==> config.mk <==
export PLATFORM = sky130hd
export DESIGN_NAME = id_run_logger
export DESIGN_NICKNAME = d
export VERILOG_FILES = /design/src/rtl/id_run_logger_pkg.sv /design/src/rtl/id_run_logger_run_fifo.sv /design/src/rtl/id_run_logger.sv
export SDC_FILE = /design/constraint.sdc
export NUM_CORES = 1
export LEC_CHECK = 0
export CAP_MARGIN = 10
export CORE_MARGIN = 2
export CORE_UTILIZATION = 30
export CTS_BUF_LIST = sky130_fd_sc_hd__clkbuf_8 sky130_fd_sc_hd__clkbuf_16
export CTS_CLUSTER_DIAMETER = 60
export CTS_CLUSTER_SIZE = 16
export DETAILED_ROUTE_END_ITERATION = 10
export PLACE_DENSITY_LB_ADDON = 0.15
export SLEW_MARGIN = 20
export SYNTH_ARGS = -nofsm -noshare
export SYNTH_HDL_FRONTEND = slang
export SYNTH_SLANG_ARGS = --single-unit
==> constraint.sdc <==
create_clock -name clk -period 2.5 [get_ports clk]
set_input_delay 0.25 -clock clk [delete_from_list [all_inputs] [get_ports clk]]
set_output_delay 0.25 -clock clk [all_outputs]
set_load 0.05 [all_outputs]
==> src/rtl/id_run_logger_pkg.sv <==
// Shared definitions for the identifier run-length logger: FSM encoding and
// default sizing constants.
package id_run_logger_pkg;

  typedef enum logic [1:0] {
    IDLE = 2'd0,
    RUN  = 2'd1,
    SAT  = 2'd2
  } state_t;

  localparam int DEF_DEPTH = 4;
  localparam int DEF_LW    = 8;

endpackage

==> src/rtl/id_run_logger_run_fifo.sv <==
// First-word-fall-through FIFO of completed run lengths. The head entry is
// presented combinationally; an empty FIFO reads as zero. Pushes into a full
// FIFO are accepted only when a pop happens on the same edge.
module run_fifo #(
  parameter int DEPTH = 4,
  parameter int LW    = 8
) (
  input  logic          clk,
  input  logic          reset,
  input  logic          push,
  input  logic          pop,
  input  logic [LW-1:0] din,
  output logic [LW-1:0] dout,
  output logic          empty,
  output logic          full
);

  localparam int AW = $clog2(DEPTH);
  localparam logic [AW:0] FULL_CNT = (AW+1)'(DEPTH);

  logic [LW-1:0] mem [DEPTH];
  logic [AW-1:0] wr_ptr;
  logic [AW-1:0] rd_ptr;
  logic [AW:0]   count;
  logic          do_pop;
  logic          do_push;

  assign empty   = (count == '0);
  assign full    = (count == FULL_CNT);
  assign do_pop  = pop && !empty;
  assign do_push = push && (!full || do_pop);
  assign dout    = empty ? '0 : mem[rd_ptr];

  // Pointer and occupancy bookkeeping; power-of-two depth lets pointers wrap naturally.
  always_ff @(posedge clk or posedge reset) begin
    if (reset) begin
      wr_ptr <= '0;
      rd_ptr <= '0;
      count  <= '0;
    end else begin
      if (do_push) wr_ptr <= wr_ptr + 1'b1;
      if (do_pop)  rd_ptr <= rd_ptr + 1'b1;
      case ({do_push, do_pop})
        2'b10:   count <= count + 1'b1;
        2'b01:   count <= count - 1'b1;
        default: count <= count;
      endcase
    end
  end

  // Storage array; contents are don't-care until written, so it is not reset.
  always_ff @(posedge clk) begin
    if (do_push) mem[wr_ptr] <= din;
  end

endmodule

==> src/rtl/id_run_logger.sv <==
// Measures runs of consecutive enabled id_in=1 samples, queues each completed
// run length into a small FIFO, counts completed runs and flags lost runs.
module id_run_logger
  import id_run_logger_pkg::*;
#(
  parameter int DEPTH = DEF_DEPTH,
  parameter int LW    = DEF_LW
) (
  input  logic          clk,
  input  logic          reset,
  input  logic          id_in,
  input  logic          en,
  input  logic          rd_en,
  output logic [LW-1:0] len_out,
  output logic          empty,
  output logic          full,
  output logic [15:0]   run_cnt,
  output logic          drop
);

  localparam logic [LW-1:0] LEN_MAX = '1;
  localparam logic [LW-1:0] LEN_ONE = LW'(1);

  state_t        state;
  state_t        state_nx;
  logic [LW-1:0] cur_len;
  logic [LW-1:0] len_nx;
  logic          push;

  // Run tracker state and length register.
  always_ff @(posedge clk or posedge reset) begin
    if (reset) begin
      state   <= IDLE;
      cur_len <= '0;
    end else begin
      state   <= state_nx;
      cur_len <= len_nx;
    end
  end

  // Next-state and push decision; nothing moves on disabled cycles.
  always_comb begin
    state_nx = state;
    len_nx   = cur_len;
    push     = 1'b0;
    if (en) begin
      case (state)
        IDLE: begin
          if (id_in) begin
            len_nx   = LEN_ONE;
            state_nx = (LEN_ONE == LEN_MAX) ? SAT : RUN;
          end
        end
        RUN: begin
          if (id_in) begin
            len_nx = cur_len + 1'b1;
            if (len_nx == LEN_MAX) state_nx = SAT;
          end else begin
            push     = 1'b1;
            len_nx   = '0;
            state_nx = IDLE;
          end
        end
        SAT: begin
          if (!id_in) begin
            push     = 1'b1;
            len_nx   = '0;
            state_nx = IDLE;
          end
        end
        default: begin
          len_nx   = '0;
          state_nx = IDLE;
        end
      endcase
    end
  end

  // Completed-run counter and sticky loss flag; a full FIFO can still accept
  // a push when the head is popped on the same edge.
  always_ff @(posedge clk or posedge reset) begin
    if (reset) begin
      run_cnt <= '0;
      drop    <= 1'b0;
    end else if (push) begin
      run_cnt <= run_cnt + 1'b1;
      if (full && !rd_en) drop <= 1'b1;
    end
  end

  run_fifo #(
    .DEPTH(DEPTH),
    .LW   (LW)
  ) u_fifo (
    .clk  (clk),
    .reset(reset),
    .push (push),
    .pop  (rd_en),
    .din  (cur_len),
    .dout (len_out),
    .empty(empty),
    .full (full)
  );

endmodule

==> metrics.txt <==
FMAX=between 400 and 500 MHz; worst-case clock buffer depth=2; drt pass-1 iters=4; # nets final=about 280; Design Power=4.039 mW; syn_nets=around 240; GRT Total Usage=11.55%; Avg WL per Cell=roughly 14 microns; Final ANT Viol Nets=0; Critical path origin=state[0]; TritonCTS clock tree=done; GR Layer Usage met3=around 4.3%; Rel. slew slack=66.48%; ys async rst share=51.52%; Max-cap violations=0; status=finished, final reports clean; Worst Path Buf+Inv=3; crit path max-delay cell type=fa_2; Post-synth EDFFs=32; Crit Path Category=register to register; IO Pins=32; Yosys warnings=0; CP required=2.76 ns; Clock Skew=between 0.003 and 0.004 ns; Crit path max-delay family=adder cells; placer congestion estimate=approximately 0.74; Leak=around 1.5 nW; Final Max Tran Viols=0; clock latency on the worst-skew pair=roughly 0.33 ns; Core ar.=9774 sq um; worst-margin pin slew=between 0.5 and 0.6 ns; sequential share of the synthesized area=between 60% and 70%; cells after synthesis=between 200 and 250; Die Y=approximately 100 microns; final WL=5.668 mm; period utilisation layout=93.33%; grt total ovfl=0; vias in the first global route=roughly 1.8k; pwr dens=between 1000 and 1500 nW/um^2; port bufs=31; CTS HTree Levels=3; Starting Density=30.85%; Design Area, Final=approximately 3700 sq um; final setup vio count=0; Area Overhead vs Synth=23.15%; Largest stage delay, worst path=between 0.3 and 0.4 ns; kind of start point of the critical path=register; initial antenna violation count=0; die area=10,870 sq um; CP Max Fanout=3; routed vias/inst=4.501; Clock Tree Root=clkbuf_8; ys flop type=dfrtp_1; crit path DAT=~2.6 ns; final hold vios=0; share of layout cells above drive strength 1=16.91%; Final min period=approximately 2.3 ns; placed wire-length estimate=approximately 3.8 mm; Initial DRC Count=a little under 80; number of distinct library cells after synthesis=41; DRC viols=0; Placed Area=3487 sq um; Fillers=about 950; largest net degree at the start of global routing=35; clk slew on worst S/H paths=roughly 0.07 ns; FP Rows=36; mean post-synth cell area=13.40 sq um; Critical Path Most Common Cell=inv_1; first-pass GRT wire length=~9.6 mm; Reg-to-Reg Start=state[0]; maximum vdd drop=0.6005 mV; CTS sink cnt=66; Hold Crit Class=input pin to async pin; gr busiest metal=met2; post-synthesis sequential element count=66; total CTS buffers=9; final hold slack=between 0.3 and 0.4 ns; met1 GRT Util=between 15 and 20%; kind of end point of the critical path=register; Synth Cell Area=just over 3000 sq um; n_diodes=0; Die W=between 100 and 150 microns; final core utilization=a little under two fifths; Global Route met2 Usage=between 10% and 20%; Vias=about 1.8k; CP cell instances=inv_1 -> ha_1 -> and3b_2 -> and2b_1 -> inv_1 -> ha_2 -> inv_1 -> fa_2 -> xor2_1 -> nor2_1 -> xor2_1
## worst paths after layout
kind                              endpoint  slack [ns]  cells after the start
max reg2reg                u_fifo.count[2]        0.17                     11
min reg2reg                    run_cnt[15]        0.47                      1
min in group clk               run_cnt[15]        0.47                      1
max                        u_fifo.count[2]        0.17                     11
max in group asynchronous      run_cnt[14]        1.87                      3
min                               state[0]        0.31                      3
## cell type report
cell class | count | area (sq um) | share of cell area [%]
inverter | 11 | 41.29 | 1.112
multi-input combinational | 143 | 1146 | 30.86
clock buffer | 9 | 123.9 | 3.336
timing repair buffer | 36 | 330.3 | 8.895
clock inverter | 7 | 93.84 | 2.527
sequential | 66 | 1812 | 48.79
tap | 133 | 166.4 | 4.481
## worst reg2reg max path: cells and delay by family (launching register included)
| kind | cells | cell delay [ns] |
|---|---|---|
| simple gates | 3 | 0.58 |
| xor+xnor | 2 | 0.30 |
| flops | 1 | 0.37 |
| fa+ha+maj | 3 | 0.84 |
| buf+inv | 3 | 0.19 |
## cell usage after synthesis, types with 2 or more instances
cell type  instances  share of area, %
mux2_2             2              0.75
nand4_1            5               1.0
edfxtp_1          32                32
o31ai_1            4               1.0
mux2i_1            2              0.66
nand2_1           13               1.6
and2_1            15               3.1
xor2_1             6               1.7
o21ai_0           10               1.7
a31oi_1            3              0.62
o211ai_1           2              0.50
xnor2_1           15               4.4
and3_1             4              0.83
and3b_1            2              0.58
mux4_2             8               6.0
clkbuf_1           3              0.37
nor2b_1            3              0.62
a21oi_1            4              0.66
nand3_1           12               2.0
ha_1              11               4.6
nor2_1             6              0.75
dfrtp_1           34                28
inv_1             11               1.4
## kinds of logic after synthesis
| kind of cell | Yosys count | share of synthesized area [%] |
|---|---|---|
| AND/OR/NAND/NOR | 69 | 12.78 |
| adder cells (fa/ha/maj) | 12 | 5.228 |
| AO/OA/AOI/OAI | 28 | 5.892 |
| flip-flops | 66 | 60.08 |
| XOR/XNOR | 21 | 6.100 |
| buffers and inverters | 16 | 2.158 |
| multiplexers | 13 | 7.759 |
## state kept, by name (all words and copies together) (netlist names)
signal	flops
u_fifo.wr_ptr	2
u_fifo.rd_ptr	2
run_cnt	16
state	2
drop	1
cur_len	8
u_fifo.count	3
u_fifo.mem	32
## stage by stage
stage                     setup TNS, ns  instances  setup slack (ns)
final                                 0        405            0.1667
after global routing           -0.02035        405          -0.02035
after CTS                             0        405           0.03904
after detailed placement              0        389            0.1381
after global placement                0        389            0.1739
after floorplan                       0        225           0.09462
## cells in the final DEF, fill, tap and decap left out, drive strengths merged, types with 2 or more instances in the layout
master	instances
dfrtp	34
edfxtp	32
clkdlybuf4s50	22
and2	15
xnor2	15
nand2	14
buf	13
inv	13
nand3	13
ha	11
o21ai	10
clkbuf	9
mux4	8
xor2	6
nor2	6
nand4	5
o31ai	4
a21oi	4
and3	4
nor2b	3
a31oi	3
mux2	3
mux2i	2
o211ai	2
bufinv	2
and3b	2
nor3	2
clkinv	2
## report_power, final
group	leakage, nW	internal, mW	total (mW)	switching, mW
clock network	0.111	0.561	0.983	0.422
registers	0.742	1.32	1.54	0.212
logic	0.619	0.601	1.52	0.919
total	1.47	2.49	4.04	1.55
## layer usage
| layer | wire [microns] | share of wire [%] |
|---|---|---|
| met5 | 0 | 0 |
| met4 | 57 | 1.0 |
| met1 | 2692 | 47 |
| met2 | 2699 | 48 |
| met3 | 218 | 3.8 |
## what timing repair did
item,4_1_cts,5_1_grt
setup endpoints to repair,0,2
resized for setup,0,4
buffers inserted,0,0
hold buffers,0,0
Power figures use the tool's default switching activity.
